$ cat config.mk
export PLATFORM = sky130hd
export DESIGN_NAME = legv8_mem_access_unit
export DESIGN_NICKNAME = d
export VERILOG_FILES = /design/src/rtl/legv8_mem_access_unit.sv
export SDC_FILE = /design/constraint.sdc
export NUM_CORES = 1
export LEC_CHECK = 0
export CORE_MARGIN = 4
export CORE_UTILIZATION = 27
export CTS_CLUSTER_DIAMETER = 80
export DETAILED_ROUTE_END_ITERATION = 7
export PLACE_DENSITY = 0.61
export SYNTH_ARGS = -nofsm -noshare
export SYNTH_HDL_FRONTEND = slang
export SYNTH_SLANG_ARGS = --single-unit
$ cat constraint.sdc
create_clock -name clk_i -period 2.3 [get_ports clk_i]
set_clock_uncertainty 0.15 [all_clocks]
set_input_delay 0.23 -clock clk_i [delete_from_list [all_inputs] [get_ports clk_i]]
set_output_delay 0.23 -clock clk_i [all_outputs]
set_load 0.03 [all_outputs]
$ cat src/rtl/legv8_mem_access_unit.sv
// Load/store unit between the LEGv8 datapath and data RAM: request/response handshake,
// lane-aligned RAM strobes with an ack timeout, and extension of returned load data.
module legv8_mem_access_unit #(
  parameter int DATA_WIDTH     = 64,
  parameter int ADDR_WIDTH     = 32,
  parameter int TIMEOUT_CYCLES = 8
) (
  input  logic                    clk_i,
  input  logic                    rst_ni,
  input  logic                    req_valid_i,
  input  logic                    req_write_i,
  input  logic [1:0]              req_size_i,
  input  logic                    req_signed_i,
  input  logic [ADDR_WIDTH-1:0]   req_addr_i,
  input  logic [DATA_WIDTH-1:0]   req_wdata_i,
  output logic                    req_ready_o,
  output logic                    resp_valid_o,
  output logic                    resp_fault_o,
  output logic [DATA_WIDTH-1:0]   resp_rdata_o,
  output logic [ADDR_WIDTH-1:0]   mem_addr_o,
  output logic                    mem_read_o,
  output logic                    mem_write_o,
  output logic [DATA_WIDTH/8-1:0] mem_be_o,
  output logic [DATA_WIDTH-1:0]   mem_wdata_o,
  input  logic [DATA_WIDTH-1:0]   mem_rdata_i,
  input  logic                    mem_ack_i
);

  localparam int BE_W  = DATA_WIDTH / 8;
  localparam int OFF_W = $clog2(BE_W);
  localparam int CNT_W = $clog2(TIMEOUT_CYCLES + 1);

  typedef enum logic [1:0] {
    IDLE   = 2'd0,
    ACCESS = 2'd1,
    RESP   = 2'd2
  } state_t;

  state_t                  state_q, state_d;
  logic                    req_ready_q, req_ready_d;
  logic                    resp_valid_q, resp_valid_d;
  logic                    resp_fault_q, resp_fault_d;
  logic [DATA_WIDTH-1:0]   resp_rdata_q, resp_rdata_d;
  logic [ADDR_WIDTH-1:0]   mem_addr_q, mem_addr_d;
  logic                    mem_read_q, mem_read_d;
  logic                    mem_write_q, mem_write_d;
  logic [BE_W-1:0]         mem_be_q, mem_be_d;
  logic [DATA_WIDTH-1:0]   mem_wdata_q, mem_wdata_d;
  logic [CNT_W-1:0]        cnt_q, cnt_d;
  logic                    write_q, write_d;
  logic [1:0]              size_q, size_d;
  logic                    signed_q, signed_d;
  logic [OFF_W-1:0]        off_q, off_d;

  logic                    req_fault;
  logic [BE_W-1:0]         store_be;
  logic [DATA_WIDTH-1:0]   store_data;
  logic [DATA_WIDTH-1:0]   load_shifted;
  logic [DATA_WIDTH-1:0]   load_mask;
  logic                    load_sign;
  logic [DATA_WIDTH-1:0]   load_data;

  // Request decode: alignment/size legality, byte enables and replicated store data
  always_comb begin
    req_fault   = 1'b0;
    store_be    = '0;
    store_data  = '0;
    case (req_size_i)
      2'd0: begin
        store_be   = BE_W'(8'h01);
        store_data = {(DATA_WIDTH/8){req_wdata_i[7:0]}};
      end
      2'd1: begin
        req_fault  = req_addr_i[0];
        store_be   = BE_W'(8'h03);
        store_data = {(DATA_WIDTH/16){req_wdata_i[15:0]}};
      end
      2'd2: begin
        req_fault  = |req_addr_i[1:0];
        store_be   = BE_W'(8'h0F);
        store_data = {(DATA_WIDTH/32){req_wdata_i[31:0]}};
      end
      default: begin
        req_fault  = (|req_addr_i[2:0]) || (DATA_WIDTH == 32);
        store_be   = BE_W'(8'hFF);
        store_data = req_wdata_i;
      end
    endcase
    store_be = store_be << req_addr_i[OFF_W-1:0];
  end

  // Load field extraction from the lane selected by the latched offset
  always_comb begin
    load_shifted = mem_rdata_i >> {off_q, 3'b000};
    case (size_q)
      2'd0:    begin load_mask = DATA_WIDTH'(8'hFF);         load_sign = load_shifted[7];  end
      2'd1:    begin load_mask = DATA_WIDTH'(16'hFFFF);      load_sign = load_shifted[15]; end
      2'd2:    begin load_mask = DATA_WIDTH'(32'hFFFF_FFFF); load_sign = load_shifted[31]; end
      default: begin load_mask = '1; load_sign = load_shifted[DATA_WIDTH-1]; end
    endcase
    load_data = (load_shifted & load_mask) | ((signed_q && load_sign) ? ~load_mask : '0);
  end

  always_comb begin
    state_d      = state_q;
    req_ready_d  = 1'b0;
    resp_valid_d = 1'b0;
    resp_fault_d = 1'b0;
    resp_rdata_d = '0;
    mem_addr_d   = mem_addr_q;
    mem_read_d   = 1'b0;
    mem_write_d  = 1'b0;
    mem_be_d     = mem_be_q;
    mem_wdata_d  = mem_wdata_q;
    cnt_d        = cnt_q;
    write_d      = write_q;
    size_d       = size_q;
    signed_d     = signed_q;
    off_d        = off_q;
    case (state_q)
      IDLE: begin
        req_ready_d = 1'b1;
        if (req_valid_i && req_ready_q) begin
          req_ready_d = 1'b0;
          write_d     = req_write_i;
          size_d      = req_size_i;
          signed_d    = req_signed_i;
          off_d       = req_addr_i[OFF_W-1:0];
          if (req_fault) begin
            state_d      = RESP;
            resp_valid_d = 1'b1;
            resp_fault_d = 1'b1;
          end else begin
            state_d     = ACCESS;
            cnt_d       = '0;
            mem_read_d  = !req_write_i;
            mem_write_d = req_write_i;
            mem_addr_d  = {req_addr_i[ADDR_WIDTH-1:OFF_W], OFF_W'(0)};
            mem_be_d    = req_write_i ? store_be : '1;
            mem_wdata_d = req_write_i ? store_data : '0;
          end
        end
      end
      ACCESS: begin
        mem_read_d  = mem_read_q;
        mem_write_d = mem_write_q;
        // Ack takes priority over a timeout landing on the same edge
        if (mem_ack_i) begin
          state_d      = RESP;
          resp_valid_d = 1'b1;
          resp_rdata_d = write_q ? '0 : load_data;
          mem_read_d   = 1'b0;
          mem_write_d  = 1'b0;
        end else if (cnt_q == CNT_W'(TIMEOUT_CYCLES - 1)) begin
          state_d      = RESP;
          resp_valid_d = 1'b1;
          resp_fault_d = 1'b1;
          mem_read_d   = 1'b0;
          mem_write_d  = 1'b0;
        end else begin
          cnt_d = cnt_q + CNT_W'(1);
        end
      end
      RESP: begin
        state_d     = IDLE;
        req_ready_d = 1'b1;
      end
      default: state_d = IDLE;
    endcase
  end

  always_ff @(posedge clk_i or negedge rst_ni) begin
    if (!rst_ni) begin
      state_q      <= IDLE;
      req_ready_q  <= 1'b0;
      resp_valid_q <= 1'b0;
      resp_fault_q <= 1'b0;
      resp_rdata_q <= '0;
      mem_addr_q   <= '0;
      mem_read_q   <= 1'b0;
      mem_write_q  <= 1'b0;
      mem_be_q     <= '0;
      mem_wdata_q  <= '0;
      cnt_q        <= '0;
      write_q      <= 1'b0;
      size_q       <= 2'd0;
      signed_q     <= 1'b0;
      off_q        <= '0;
    end else begin
      state_q      <= state_d;
      req_ready_q  <= req_ready_d;
      resp_valid_q <= resp_valid_d;
      resp_fault_q <= resp_fault_d;
      resp_rdata_q <= resp_rdata_d;
      mem_addr_q   <= mem_addr_d;
      mem_read_q   <= mem_read_d;
      mem_write_q  <= mem_write_d;
      mem_be_q     <= mem_be_d;
      mem_wdata_q  <= mem_wdata_d;
      cnt_q        <= cnt_d;
      write_q      <= write_d;
      size_q       <= size_d;
      signed_q     <= signed_d;
      off_q        <= off_d;
    end
  end

  assign req_ready_o  = req_ready_q;
  assign resp_valid_o = resp_valid_q;
  assign resp_fault_o = resp_fault_q;
  assign resp_rdata_o = resp_rdata_q;
  assign mem_addr_o   = mem_addr_q;
  assign mem_read_o   = mem_read_q;
  assign mem_write_o  = mem_write_q;
  assign mem_be_o     = mem_be_q;
  assign mem_wdata_o  = mem_wdata_q;

endmodule

==> results of run 1 <==
==> worst register-to-register path: stages, from the launching register on <==
cell and delay [ps]:
sky130_fd_sc_hd__dfrtp_4 510, sky130_fd_sc_hd__buf_12 140, sky130_fd_sc_hd__mux2_2 290, sky130_fd_sc_hd__a2bb2oi_2 210, sky130_fd_sc_hd__a21oi_2 70, sky130_fd_sc_hd__buf_4 170, sky130_fd_sc_hd__o311ai_4 280, sky130_fd_sc_hd__buf_6 180
sky130_fd_sc_hd__buf_4 150, sky130_fd_sc_hd__nand2_1 60
==> report_power, final <==
group,internal [mW],leakage [nW],total [mW],switching [mW]
Sequential,4.28,2.39,4.91,0.632
Clock,1.69,0.291,3.03,1.34
Combinational,4.01,3.52,9.07,5.06
Total,9.98,6.21,17.0,7.03
==> layer usage <==
metal | vias up | wire [µm] | GRT usage
met5 | - | 0 | 0
met4 | 0 | 873 | 0.0569
met3 | 51 | 3260 | 0.0600
met2 | 353 | 16100 | 0.289
met1 | 4031 | 14100 | 0.218
li1 | 3985 | - | -
==> cell type report <==
cell class / count / area [µm²] / area share
flip-flops and latches: 183 / 4580 / 0.316
multi-input cells: 653 / 4630 / 0.319
clock buffers: 22 / 474 / 0.0327
inverters: 5 / 18.8 / 0.00129
well taps: 455 / 569 / 0.0392
repair buffers: 417 / 4120 / 0.284
clock inverters: 10 / 118 / 0.00810
==> sequential cells by signal (all words and copies together) (netlist names), 2 cells and up <==
register      count
mem_wdata_o      64
off_q             3
size_q            2
mem_be_o          8
mem_addr_o       29
resp_rdata_o     64
cnt_q             4
state_q           2
==> final timing paths <==
path / startpoint / to / slack, ps / depth (start not counted)
setup / recovery: off_q[0] / resp_rdata_o[54] / -20 / 9
hold / removal: req_write_i / mem_wdata_o[39] / 100 / 3
setup reg to reg: off_q[0] / resp_rdata_o[54] / -20 / 9
hold reg to reg: mem_wdata_o[30] / mem_wdata_o[30] / 330 / 2
max in group asynchronous: rst_ni / mem_wdata_o[24] / 1190 / 3
min in group asynchronous: rst_ni / mem_addr_o[18] / 150 / 2
==> logic make-up (layout without fill, tap and decap cells) <==
group	Yosys count	after routing	share of synthesized area
other cells	1	3	0.000395
fa+ha+maj	1	1	0.00132
xor+xnor	2	2	0.00185
simple gates	279	279	0.123
buf+inv	83	454	0.0388
compound gates	207	207	0.142
flops	183	183	0.482
mux	161	161	0.211
==> timing repair <==
action                                  4_1_cts  5_1_grt
setup buffers                                 1        5
hold buffers                                  1        0
pin swaps                                     0        2
gates resized for setup                       0       27
endpoints found under the setup margin       23       44
gates cloned                                  0        2
endpoints found under the hold margin        89        0
==> placed cells by master (no fill, tap or decap), drive strengths merged, types with 23 or more instances in the layout <==
master         netlist  layout
buf                 34      82
nand2              195     195
o21ai               72      72
mux2                89      89
clkdlybuf4s50        0     333
clkbuf              44      23
nor2                46      46
mux2i               50      50
o211ai              24      24
a21oi               43      43
dfrtp              183     183
==> reports/qor.txt, run 1 <==
CLOCK TREE
----------------------------------------------------------------------------------------
Num CTS Buffers ...........................................................           17
CTS H-tree lvls ...........................................................            4
TritonCTS clock tree ......................................................          yes
Clock root buffer ......................................................... sky130_fd_sc_hd__clkbuf_16
Maximum clock path buffer count ...........................................            2
Clock-pin slew on the worst setup and hold paths ..........................        80 ps
Sinks on Clock Net ........................................................          183
Source-to-sink clock delay at the later pin of the worst-skew pair ........       450 ps

YOSYS
----------------------------------------------------------------------------------------
Largest cells by area after synthesis ..................................... sky130_fd_sc_hd__dfrtp_1 48%, sky130_fd_sc_hd__mux2_2 11%, sky130_fd_sc_hd__nand2_1 7.7%, sky130_fd_sc_hd__mux2i_1 5.3%, sky130_fd_sc_hd__mux4_2 5.2%
Number of distinct library cells after synthesis ..........................           59
Largest area contributor in the synthesized netlist ....................... sky130_fd_sc_hd__dfrtp_1
Area share of the largest cell type after synthesis .......................        0.482
Synth Register Bits .......................................................          183
Number of flops mapped to enable cells by yosys ...........................            0
Count of warnings emitted by yosys ........................................            0
Top post-synthesis cells by count ......................................... 195 x sky130_fd_sc_hd__nand2_1, 183 x sky130_fd_sc_hd__dfrtp_1, 89 x sky130_fd_sc_hd__mux2_2
FFs w/ async S/R, synth ...................................................         1.00
Post-synthesis sequential area ratio ......................................        0.482
Prevailing post-synth register cell ....................................... sky130_fd_sc_hd__dfrtp_1
Synthesized area per cell .................................................     10.4 µm²
Post-synthesis cell area ..................................................     9490 µm²
Cell count after synthesis ................................................          917
Most common cell in the netlist ........................................... sky130_fd_sc_hd__nand2_1

FLOORPLANNING
----------------------------------------------------------------------------------------
Starting density of the core ..............................................        0.274
Row count .................................................................           68
Die Height ................................................................       195 µm
Core Box Area .............................................................    34600 µm²
Horiz. Die Dim ............................................................       195 µm
Area enclosed by the die boundary .........................................    38200 µm²
I/O Pins ..................................................................          341

STA
----------------------------------------------------------------------------------------
Slew Limit Fails ..........................................................            0
Final worst setup slack ...................................................     -19.9 ps
Shortest period the worst path allows .....................................      2320 ps
Final clock period utilization by the worst path ..........................         1.01
Final number of setup-violating endpoints .................................            8
Sum of negative setup slack ...............................................     -62.6 ps
Worst Tran Pin Value ......................................................       500 ps
Count of endpoints failing hold in the final timing report ................            0
Max Clk Rate ..............................................................      431 MHz
RSZ-0062 raised after global routing ......................................         true
Worst rel slew slack ......................................................        0.665
Minimum hold slack ........................................................      99.7 ps

PLACEMENT
----------------------------------------------------------------------------------------
Number of cells after detailed placement ..................................         1704
Routability congestion estimate ...........................................        0.849
Count of input and output buffers .........................................          337
Placed cell area ..........................................................    13700 µm²
Minimum setup slack after placement .......................................      -239 ps
HPWL reported at the end of detailed placement ............................      25.9 mm

STATUS
----------------------------------------------------------------------------------------
Failing checks ............................................................ setup timing
Outcome ................................................................... finished, violations left

WORST SETUP PATH
----------------------------------------------------------------------------------------
Capturing element type of the critical path ...............................    flip-flop
Kind of critical path .....................................................   reg -> reg
Maximum fanout count along the critical path ..............................            6
Cells along the critical path ............................................. buf_12 > mux2_2 > a2bb2oi_2 > a21oi_2 > buf_4 > o311ai_4 > buf_6 > buf_4 > nand2_1
Largest stage delay on the critical path ..................................       510 ps
Total buffers and inverters traversed by the critical path ................            4
Cell seen most often among critical-path stages ........................... sky130_fd_sc_hd__buf_4
Required time of the critical path ........................................      2480 ps
Startpoint types ..........................................................    flip-flop
Worst path slowest cell ................................................... sky130_fd_sc_hd__dfrtp_4
Category of cells accounting for the largest share of critical-path delay . buffers and inverters
Critical path data arrival time ...........................................      2500 ps

LAYOUT
----------------------------------------------------------------------------------------
Non-filler instance count after layout ....................................         1745
Number of nets in the layout ..............................................         1446
Fraction of layout cells with a size suffix above 1 .......................        0.194
Design Area, Final ........................................................    14500 µm²
Count of inserted antenna diode cells .....................................            0
Final core area utilization ...............................................        0.419
Layout area overhead ......................................................        52.9%
Number of fill cells in the layout ........................................         3383

ROUTING
----------------------------------------------------------------------------------------
Routed via count ..........................................................         8420
Remaining antenna violation count after routing ...........................            0
Routed via count divided by cell count ....................................         4.83
Total DRC errors in the routed layout .....................................            0
Violation count after the first detailed-route iteration ..................          462
Per-cell routed wire length ...............................................      19.7 µm
Detailed Route WL .........................................................      34.3 mm
Number of iterations in the first detailed-routing pass ...................            5

GLOBAL ROUTE
----------------------------------------------------------------------------------------
Wire length of the first global-routing pass ..............................      52.6 mm
Antenna violations before repair ..........................................            0
Via count of the first global-routing pass ................................         8809
Maximum number of pins on one net before global-route repair ..............           71
Total congestion overflow .................................................            0
Global-route total usage across every layer ...............................        0.176

POWER AND IR DROP
----------------------------------------------------------------------------------------
IR Drop Worst-Case VDD ....................................................     0.622 mV
Areal power density over the cells ........................................  1170 nW/µm²
Leakage ...................................................................      6.21 nW
Total power ...............................................................      17.0 mW

WORST HOLD PATH
----------------------------------------------------------------------------------------
Worst min path class ......................................................    in -> reg

FLOW RUN
----------------------------------------------------------------------------------------
Max cap viols .............................................................            0

Note: power is estimated with default switching activity, not from simulation.
==> run 2, diff against run 1 <==
PLACE_DENSITY = unset   (was 0.61)
==> reports/qor.txt, run 2 (same netlist as run 1, synthesis figures left out) <==
STA
---------------------------------------------------------------------------------
Minimum hold slack .................................................      47.4 ps
Sum of negative setup slack ........................................     -1020 ps
Final number of setup-violating endpoints ..........................           24
RSZ-0062 raised after global routing ...............................         true
Max Clk Rate .......................................................      423 MHz
Worst Tran Pin Value ...............................................       592 ps
Worst rel slew slack ...............................................        0.604
Shortest period the worst path allows ..............................      2360 ps
Count of endpoints failing hold in the final timing report .........            0
Slew Limit Fails ...................................................            0
Final worst setup slack ............................................     -64.2 ps
Final clock period utilization by the worst path ...................         1.03

GLOBAL ROUTE
---------------------------------------------------------------------------------
Via count of the first global-routing pass .........................         8648
Wire length of the first global-routing pass .......................      52.2 mm
Global-route total usage across every layer ........................        0.175
Total congestion overflow ..........................................            0
Antenna violations before repair ...................................            1
Maximum number of pins on one net before global-route repair .......           63

WORST SETUP PATH
---------------------------------------------------------------------------------
Start point of the critical path ...................................     off_q[0]
Kind of critical path ..............................................   reg -> reg
Critical path capture point ........................................ resp_rdata_o[51]
Startpoint types ...................................................    flip-flop
Reg-to-reg setup timing slack ......................................       -60 ps
Reg-to-Reg End ..................................................... resp_rdata_o[51]
Critical R2R Launch ................................................     off_q[0]
Count of cells along the worst register-to-register path ...........            9
Required time of the critical path .................................      2480 ps
Maximum fanout count along the critical path .......................            8
Critical path data arrival time ....................................      2550 ps
Capturing element type of the critical path ........................    flip-flop

PLACEMENT
---------------------------------------------------------------------------------
Routability congestion estimate ....................................        0.830
Count of input and output buffers ..................................          337
HPWL reported at the end of detailed placement .....................      25.8 mm
Number of cells after detailed placement ...........................         1708

POWER AND IR DROP
---------------------------------------------------------------------------------
Proportion of total power due to net switching .....................        0.409
Portion of total power attributed to combinational logic ...........        0.534
Power dissipated by switching net loads ............................      7.10 mW
Areal power density over the cells .................................  1180 nW/µm²
Internal power contribution ........................................      10.3 mW
Leakage ............................................................      6.30 nW
Sequential group share of total power ..............................        0.284
Proportion of power drawn by the clock network .....................        0.182
Total power ........................................................      17.4 mW
IR Drop Worst-Case VDD .............................................     0.586 mV

ROUTING
---------------------------------------------------------------------------------
Routed via count ...................................................         8541
Per-cell routed wire length ........................................      19.9 µm
Total DRC errors in the routed layout ..............................            0
Detailed Route WL ..................................................      34.9 mm
Routed via count divided by cell count .............................         4.87
Number of iterations in the first detailed-routing pass ............            5
Violation count after the first detailed-route iteration ...........          420
Remaining antenna violation count after routing ....................            0

LAYOUT
---------------------------------------------------------------------------------
Non-filler instance count after layout .............................         1755
Final core area utilization ........................................        0.426
Leading cell types in the layout, fill and taps excluded ........... 333 x sky130_fd_sc_hd__clkdlybuf4s50_1, 181 x sky130_fd_sc_hd__dfrtp_1, 176 x sky130_fd_sc_hd__nand2_1
Number of nets in the layout .......................................         1455
Leading cell type in the layout, fill and taps excluded ............ sky130_fd_sc_hd__clkdlybuf4s50_1
Layout area overhead ...............................................        55.4%
Fraction of layout cells with a size suffix above 1 ................        0.214
Number of fill cells in the layout .................................         3325

CLOCK TREE
---------------------------------------------------------------------------------
Source-to-sink clock delay at the later pin of the worst-skew pair .       440 ps
Clock root buffer .................................................. sky130_fd_sc_hd__clkbuf_16
Maximum clock path buffer count ....................................            2
CTS H-tree lvls ....................................................            4
Sinks on Clock Net .................................................          183
Num CTS Buffers ....................................................           17
Clock-pin slew on the worst setup and hold paths ...................        70 ps
TritonCTS clock tree ...............................................          yes

FLOORPLANNING
---------------------------------------------------------------------------------
I/O Pins ...........................................................          341
Starting density of the core .......................................        0.274
Row count ..........................................................           68
Horiz. Die Dim .....................................................       195 µm
Die Height .........................................................       195 µm
Core Box Area ......................................................    34600 µm²
Area enclosed by the die boundary ..................................    38200 µm²

WORST HOLD PATH
---------------------------------------------------------------------------------
Worst min path class ...............................................    in -> reg

STATUS
---------------------------------------------------------------------------------
Failing checks ..................................................... setup timing
Outcome ............................................................ finished, violations left

FLOW RUN
---------------------------------------------------------------------------------
Max cap viols ......................................................            0

run 2: cell count changes in the layout (fill, tap and decap cells not counted), sizes merged:
| cell | before | now |
|---|---|---|
| buf | 82 | 87 |
| clkbuf | 23 | 28 |
| clkinv | 5 | 2 |
| clkinvlp | 1 | 3 |
| bufinv | 2 | 3 |
| diode | 0 | 1 |
| inv | 7 | 6 |
run 2: area by class of cell:
type / count / area (µm²) / share of cell area
multi-input cells: 653 / 4710 / 0.319
flip-flops and latches: 183 / 4580 / 0.311
repair buffers: 426 / 4250 / 0.288
well taps: 455 / 569 / 0.0386
clock buffers: 23 / 488 / 0.0331
clock inverters: 9 / 139 / 0.00941
inverters: 5 / 18.8 / 0.00127
diodes: 1 / 2.50 / 0.000170
run 2: what timing repair did:
item                                   CTS  global route
setup endpoints to repair               19            31
pin swaps                                0             5
setup buffers                            0             8
hold buffers                             1             0
endpoints found under the hold margin   51             0
cloned                                   0             5
gates resized for setup                  1            41
run 2: worst max-delay path: stages, from the launching register on:
cell	delay (ps)
sky130_fd_sc_hd__dfrtp_4	540
sky130_fd_sc_hd__buf_12	170
sky130_fd_sc_hd__mux2_4	310
sky130_fd_sc_hd__a2bb2oi_4	150
sky130_fd_sc_hd__a21oi_2	90
sky130_fd_sc_hd__buf_4	150
sky130_fd_sc_hd__o311ai_4	300
sky130_fd_sc_hd__buf_6	160
sky130_fd_sc_hd__clkbuf_16	160
sky130_fd_sc_hd__nand2_1	60
run 2: worst min path at each step:
| stage | start | to | cells past startpoint |
|---|---|---|---|
| floorplan | rst_ni | cnt_q[0] | 0 |
| global placement | rst_ni | mem_addr_o[21] | 1 |
| detailed placement | rst_ni | mem_addr_o[18] | 1 |
| CTS | req_write_i | mem_wdata_o[39] | 3 |
| global route | req_write_i | mem_wdata_o[38] | 3 |
| finish | req_write_i | mem_wdata_o[39] | 3 |
run 2: per-stage QoR:
step | setup slack (ps) | cell area [µm²]
after floorplan | 119 | 9500
after global placement | -143 | 13800
after detailed placement | -142 | 13800
after CTS | 47.0 | 14400
after global routing | -99.0 | 14800
final | -64.2 | 14800
run 2: power groups by stage:
stage	logic [mW]	clock network, mW	registers [mW]
6_report	9.28	3.16	4.93
5_1_grt	9.90	3.36	5.08
4_1_cts	8.98	3.25	4.95
3_5_place_dp	8.94	0	4.99
3_3_place_gp	8.90	0	4.96
2_1_floorplan	3.31	0	6.79
run 2: routing by layer:
layer	up-vias	routed length, µm	GRT usage
met5	-	0	0
met4	0	668	0.0502
met3	34	3020	0.0562
met2	324	16800	0.291
met1	4184	14400	0.220
li1	3999	-	-
